**src/rtl/wb_pipe_stage.sv**
```systemverilog
// ---------------------------------------------------------------------------
// wb_pipe_stage
//
// Writeback pipeline register for a multi-lane issue bundle. The stage has two
// slots: "main" drives the writeback outputs, and "skid" catches one extra
// bundle when writeback stalls. Because of the skid slot, in_ready can come
// straight from a flop without losing throughput.
//
// While a bundle is captured, the lane write-enables are cleaned up:
//   - a lane that writes register 0 has its write-enable dropped
//   - if several lanes write the same register, only the highest lane keeps
//     its enable, because the highest lane is the youngest in program order
//
// Parameters
//   LANES : issue lanes per bundle (1..4)
//   XLEN  : result width per lane
//   RW    : destination register index width
//
// Ports
//   clk       : clock, rising edge
//   reset     : asynchronous, active-high reset
//   flush     : synchronous kill of held and incoming bundles
//   in_valid  : upstream bundle present
//   in_ready  : stage can accept a bundle this cycle (registered)
//   in_we     : per-lane write-enable
//   in_rd     : per-lane destination index, lane k at [k*RW +: RW]
//   in_res    : per-lane result, lane k at [k*XLEN +: XLEN]
//   out_valid : bundle presented to writeback
//   out_ready : writeback consumes the presented bundle
//   out_we    : presented write-enables, zero whenever out_valid is low
//   out_rd    : presented destination indices
//   out_res   : presented results
// ---------------------------------------------------------------------------
module wb_pipe_stage #(
    parameter int LANES = 2,
    parameter int XLEN  = 32,
    parameter int RW    = 5
) (
    input  logic                  clk,
    input  logic                  reset,
    input  logic                  flush,
    input  logic                  in_valid,
    output logic                  in_ready,
    input  logic [LANES-1:0]      in_we,
    input  logic [LANES*RW-1:0]   in_rd,
    input  logic [LANES*XLEN-1:0] in_res,
    output logic                  out_valid,
    input  logic                  out_ready,
    output logic [LANES-1:0]      out_we,
    output logic [LANES*RW-1:0]   out_rd,
    output logic [LANES*XLEN-1:0] out_res
);

    logic                  main_valid;
    logic [LANES-1:0]      main_we;
    logic [LANES*RW-1:0]   main_rd;
    logic [LANES*XLEN-1:0] main_res;

    logic                  skid_valid;
    logic [LANES-1:0]      skid_we;
    logic [LANES*RW-1:0]   skid_rd;
    logic [LANES*XLEN-1:0] skid_res;

    logic                  in_ready_q;

    logic [LANES-1:0]      cap_we;
    logic                  accept;
    logic                  main_valid_n;
    logic                  skid_valid_n;
    logic                  load_main_from_in;
    logic                  load_main_from_skid;
    logic                  load_skid;

    // Clean up the incoming write-enables before either slot captures them.
    // A lane loses its enable if it targets register 0. It also loses its
    // enable if any higher lane with an active enable targets the same
    // register. A lane that is masked only for writing r0 does not matter
    // here, because a higher lane writing r0 is already dead on its own.
    always_comb begin
        cap_we = '0;
        for (int i = 0; i < LANES; i++) begin
            cap_we[i] = in_we[i] && (in_rd[i*RW +: RW] != '0);
            for (int j = i + 1; j < LANES; j++) begin
                if (in_we[j] && (in_rd[j*RW +: RW] == in_rd[i*RW +: RW])) begin
                    cap_we[i] = 1'b0;
                end
            end
        end
    end

    assign accept = in_valid && in_ready_q && !flush;

    // Slot bookkeeping. First, if writeback takes the main bundle, main is
    // refilled from skid when skid is occupied. Otherwise main is refilled
    // from the input. A bundle never goes around an older one waiting in
    // skid, and this keeps the bundles in order. Second, an empty main takes
    // the input directly. Skid is only used when main is stalled. Flush
    // overrides everything and empties both slots.
    always_comb begin
        main_valid_n        = main_valid;
        skid_valid_n        = skid_valid;
        load_main_from_in   = 1'b0;
        load_main_from_skid = 1'b0;
        load_skid           = 1'b0;
        if (flush) begin
            main_valid_n = 1'b0;
            skid_valid_n = 1'b0;
        end else if (main_valid && out_ready) begin
            if (skid_valid) begin
                load_main_from_skid = 1'b1;
                skid_valid_n        = 1'b0;
            end else if (accept) begin
                load_main_from_in = 1'b1;
            end else begin
                main_valid_n = 1'b0;
            end
        end else if (!main_valid) begin
            if (accept) begin
                load_main_from_in = 1'b1;
                main_valid_n      = 1'b1;
            end
        end else if (accept) begin
            load_skid    = 1'b1;
            skid_valid_n = 1'b1;
        end
    end

    // State registers. in_ready gets its own flop, loaded with the inverse
    // of the next skid valid. It therefore depends on nothing combinational
    // from the current cycle's handshake inputs. Data fields are not cleared
    // on flush, because their valid bits already say they are dead.
    always_ff @(posedge clk or posedge reset) begin
        if (reset) begin
            main_valid <= 1'b0;
            main_we    <= '0;
            main_rd    <= '0;
            main_res   <= '0;
            skid_valid <= 1'b0;
            skid_we    <= '0;
            skid_rd    <= '0;
            skid_res   <= '0;
            in_ready_q <= 1'b1;
        end else begin
            main_valid <= main_valid_n;
            skid_valid <= skid_valid_n;
            in_ready_q <= !skid_valid_n;
            if (load_main_from_skid) begin
                main_we  <= skid_we;
                main_rd  <= skid_rd;
                main_res <= skid_res;
            end else if (load_main_from_in) begin
                main_we  <= cap_we;
                main_rd  <= in_rd;
                main_res <= in_res;
            end
            if (load_skid) begin
                skid_we  <= cap_we;
                skid_rd  <= in_rd;
                skid_res <= in_res;
            end
        end
    end

    // All outputs come from registers. The write-enables are gated by the
    // valid bit, so a stale bundle left in main can never cause a write.
    assign in_ready  = in_ready_q;
    assign out_valid = main_valid;
    assign out_we    = main_we & {LANES{main_valid}};
    assign out_rd    = main_rd;
    assign out_res   = main_res;

endmodule

```
**config.mk**
```make
export PLATFORM = sky130hd
export DESIGN_NAME = wb_pipe_stage
export DESIGN_NICKNAME = d
export VERILOG_FILES = /design/src/rtl/wb_pipe_stage.sv
export SDC_FILE = /design/constraint.sdc
export NUM_CORES = 1
export LEC_CHECK = 0
export CORE_MARGIN = 4
export CORE_UTILIZATION = 25
export DETAILED_ROUTE_END_ITERATION = 8
export GPL_ROUTABILITY_DRIVEN = 0
export PLACE_DENSITY = 0.54
export SYNTH_ARGS = -nofsm -noshare
export SYNTH_HDL_FRONTEND = slang
export SYNTH_SLANG_ARGS = --single-unit
```
**constraint.sdc**
```tcl
create_clock -name clk -period 4.66 [get_ports clk]
set_clock_uncertainty 0.2 [all_clocks]
set_input_delay 0.466 -clock clk [delete_from_list [all_inputs] [get_ports clk]]
set_output_delay 0.466 -clock clk [all_outputs]
set_load 0.02 [all_outputs]
```
==> results.toml <==
[outcome]
status = "finished, final reports clean"

[sta]
fin_tns_setup_ps = 0
fmax_mhz = 395
fin_crit_sh_pct = 54.3
rsz0062_at_grt = "no"
fin_crit_ps = 2530
slew_headroom_pct = 38.4
holdWs_ps = 117
tightest_slew_ps = 923
timing.final.hold_violations = 0
finalWorstSetupSlack_ps = 2130
slew_viol_final = 0
setup_violations = 0

[clock_network]
cts_hold_buf = 0
cts_buffer_depth = 2
cts_sinks = 155
cts.htree.levels = 4
numCtsBuffers = 17
ctsRootBufferMaster = "clkbuf_16"
clkTransAtPathRegs_ps = 60
insertion_delay_ps = 410
cts_tree = "built"
cts_resized = 0
post_cts_buffers = 0

[logic_synthesis]
yosysTopAreaCell = "dfrtp_1"
synth_compound_area_share_pct = 8.34
yosys.area_share.adder_pct = 0
netlist.area_leader.share_pct = 59.6
synth_cell_type_count = 27
synthMuxAreaShare_pct = 0
syn-cell-area_um2 = 6460
synth-warning-count = 0
synth_top_family_by_area = "simple AND/OR/NAND/NOR gates"
yosysSeqAreaShare_pct = 60.0
synth_area_leaders = "dfrtp_1, nand2_1, a31oi_1"
syn_area_per_cell_um2 = 8.45
synth_nets = 846
syn_inst = 765
yosys.area_share.simple_pct = 27.5
ys_ff_latch = 155
synth_xor_area_share_pct = 0.678

[placed_design]
port-buffer-count = 158
placed_area_um2 = 8390
place_ws_ps = 1680
hpwl_um = 11200

[floorplanning]
die_h_um = 169
die_x_um = 169
core-area_um2 = 25300
start_util_pct = 25.5
io_pins = 159
rows = 58
dieArea_um2 = 28500

[global_route]
grt_max_degree = 153
grt_pass1_wl_um = 29000
globalRouteMet2Util_pct = 18.8
met1_usage_pct = 18.6
grt_busiest_layer = "met2"
overflow = 0
grt_pass1_vias = 5314
grtUsageTotal_pct = 12.7
antenna_found_initial = 0
met3_usage_pct = 3.04

[worst_setup_path]
r2r-start = "in_ready$_DFF_PP1_"
rrSetupSlack_ps = 2290
slowest_stage = "or2_2"
r2r_cells = 4
required_ps = 4780
crit_family = "simple AND/OR/NAND/NOR gates"
crit_fanout = 34
worstSetupPathType = "input port to flip-flop"
crit_chain = "clkdlybuf4s50_1 > nand2b_1 > or2_2 > buf_4 > nand2_1 > a31oi_1"
max_stage_delay_ps = 720
cp-end-kind = "flip-flop"
cp.arrival_ps = 2660
r2r-end = "skid_we[0]$_DFFE_PP0P_"
crit_buf_inv = 2
critPathLaunchType = "input port"

[pwr]
p_leak_nw = 4.05
cellPowerDensity_nw_per_um2 = 436
peakVddDrop_uv = 177

[cells_and_area]
multiInputGateArea_um2 = 2380
drive_above_1_share_pct = 5.14
regArea_um2 = 3880
n_fill_cell = 2615
final_common_cell = "nand2_1"
mostFrequentLayoutCells = "nand2_1, clkdlybuf4s50_1, dfrtp_1"
final_cell_area_um2 = 8950
antenna_cells = 0
final_nets = 983
area_growth_pct = 38.4

[detailed_routing]
vias = 5450
firstDrtPassIters = 5
via_per_inst = 4.38
drc_errors = 0
routed_wl_um = 17900
final_antenna_net_count = 0
drt_iter0_markers = 410
routedWlPerCell_um = 14.4

[worst_hold_path]
hold_class = "input port to asynchronous set/reset pin"

[job]
cap_violations = 0
-- final cells by class --
cell class,count,share of cell area (%)
timing repair buffer,168,18.9
clock inverter,11,1.06
sequential,155,43.4
multi-input combinational,555,26.6
inverter,5,0.252
clock buffer,21,5.15
tap,330,4.61
-- worst max-delay path by stage --
| stage | startpoint | end | slack [ps] | depth (start not counted) |
|---|---|---|---|---|
| 2_1_floorplan | reset | main_we[0]$_DFFE_PP0P_ | 2040 | 1 |
| 3_3_place_gp | flush | out_res[22]$_DFFE_PP0P_ | 1740 | 6 |
| 3_5_place_dp | flush | out_res[11]$_DFFE_PP0P_ | 1680 | 6 |
| 4_1_cts | flush | out_res[11]$_DFFE_PP0P_ | 2120 | 6 |
| 5_1_grt | flush | out_res[16]$_DFFE_PP0P_ | 2000 | 6 |
| 6_report | flush | out_res[11]$_DFFE_PP0P_ | 2130 | 6 |
-- registers in the layout, indices dropped and copies added (netlist names) --
signal,count
skid_res,64
out_rd,10
out_res,64
in_ready,1
skid_we,2
skid_rd,10
skid_valid,1
main_we,2
out_valid,1
-- metal layers --
metal,routed length (um),vias up
li1,-,2721
met1,8820,2577
met2,7780,140
met3,1130,12
met4,214,0
met5,0,-
-- Yosys cell counts (all sizes together) --
cell / number
o211ai: 1
xnor2: 1
and3: 1
inv: 5
buf: 26
or3: 1
o31ai: 1
a221oi: 1
a21oi: 1
nor4: 1
nand3b: 1
and2: 2
dfstp: 1
o221ai: 1
nand2: 378
or2: 1
dfrtp: 154
or4: 2
nor3: 1
nor2: 76
o21ai: 4
clkbuf: 24
xor2: 4
nand2b: 1
a31oi: 76
-- metrics by stage --
| stage | power [mW] | util [%] | std cells |
|---|---|---|---|
| 6_report | 3.90 | 35.3 | 1245 |
| 5_1_grt | 4.13 | 35.3 | 1245 |
| 4_1_cts | 3.97 | 35.3 | 1245 |
| 3_5_place_dp | 2.62 | 33.1 | 1213 |
| 3_3_place_gp | 2.60 | 33.1 | 1213 |
| 2_1_floorplan | 2.20 | - | 765 |
-- power by group --
group          total [mW]  switching, mW  internal [mW]
sequential           1.77          0.149           1.62
combinational       0.811          0.422          0.389
clock                1.32          0.557          0.762
-- kinds of logic (layout without fill, tap and decap cells) --
| kind of cell | after synthesis | in the layout |
|---|---|---|
| AO/OA/AOI/OAI | 85 | 85 |
| XOR/XNOR | 5 | 5 |
| buffers and inverters | 55 | 205 |
| flip-flops | 155 | 155 |
| AND/OR/NAND/NOR | 465 | 465 |
Power figures use the tool's default switching activity.
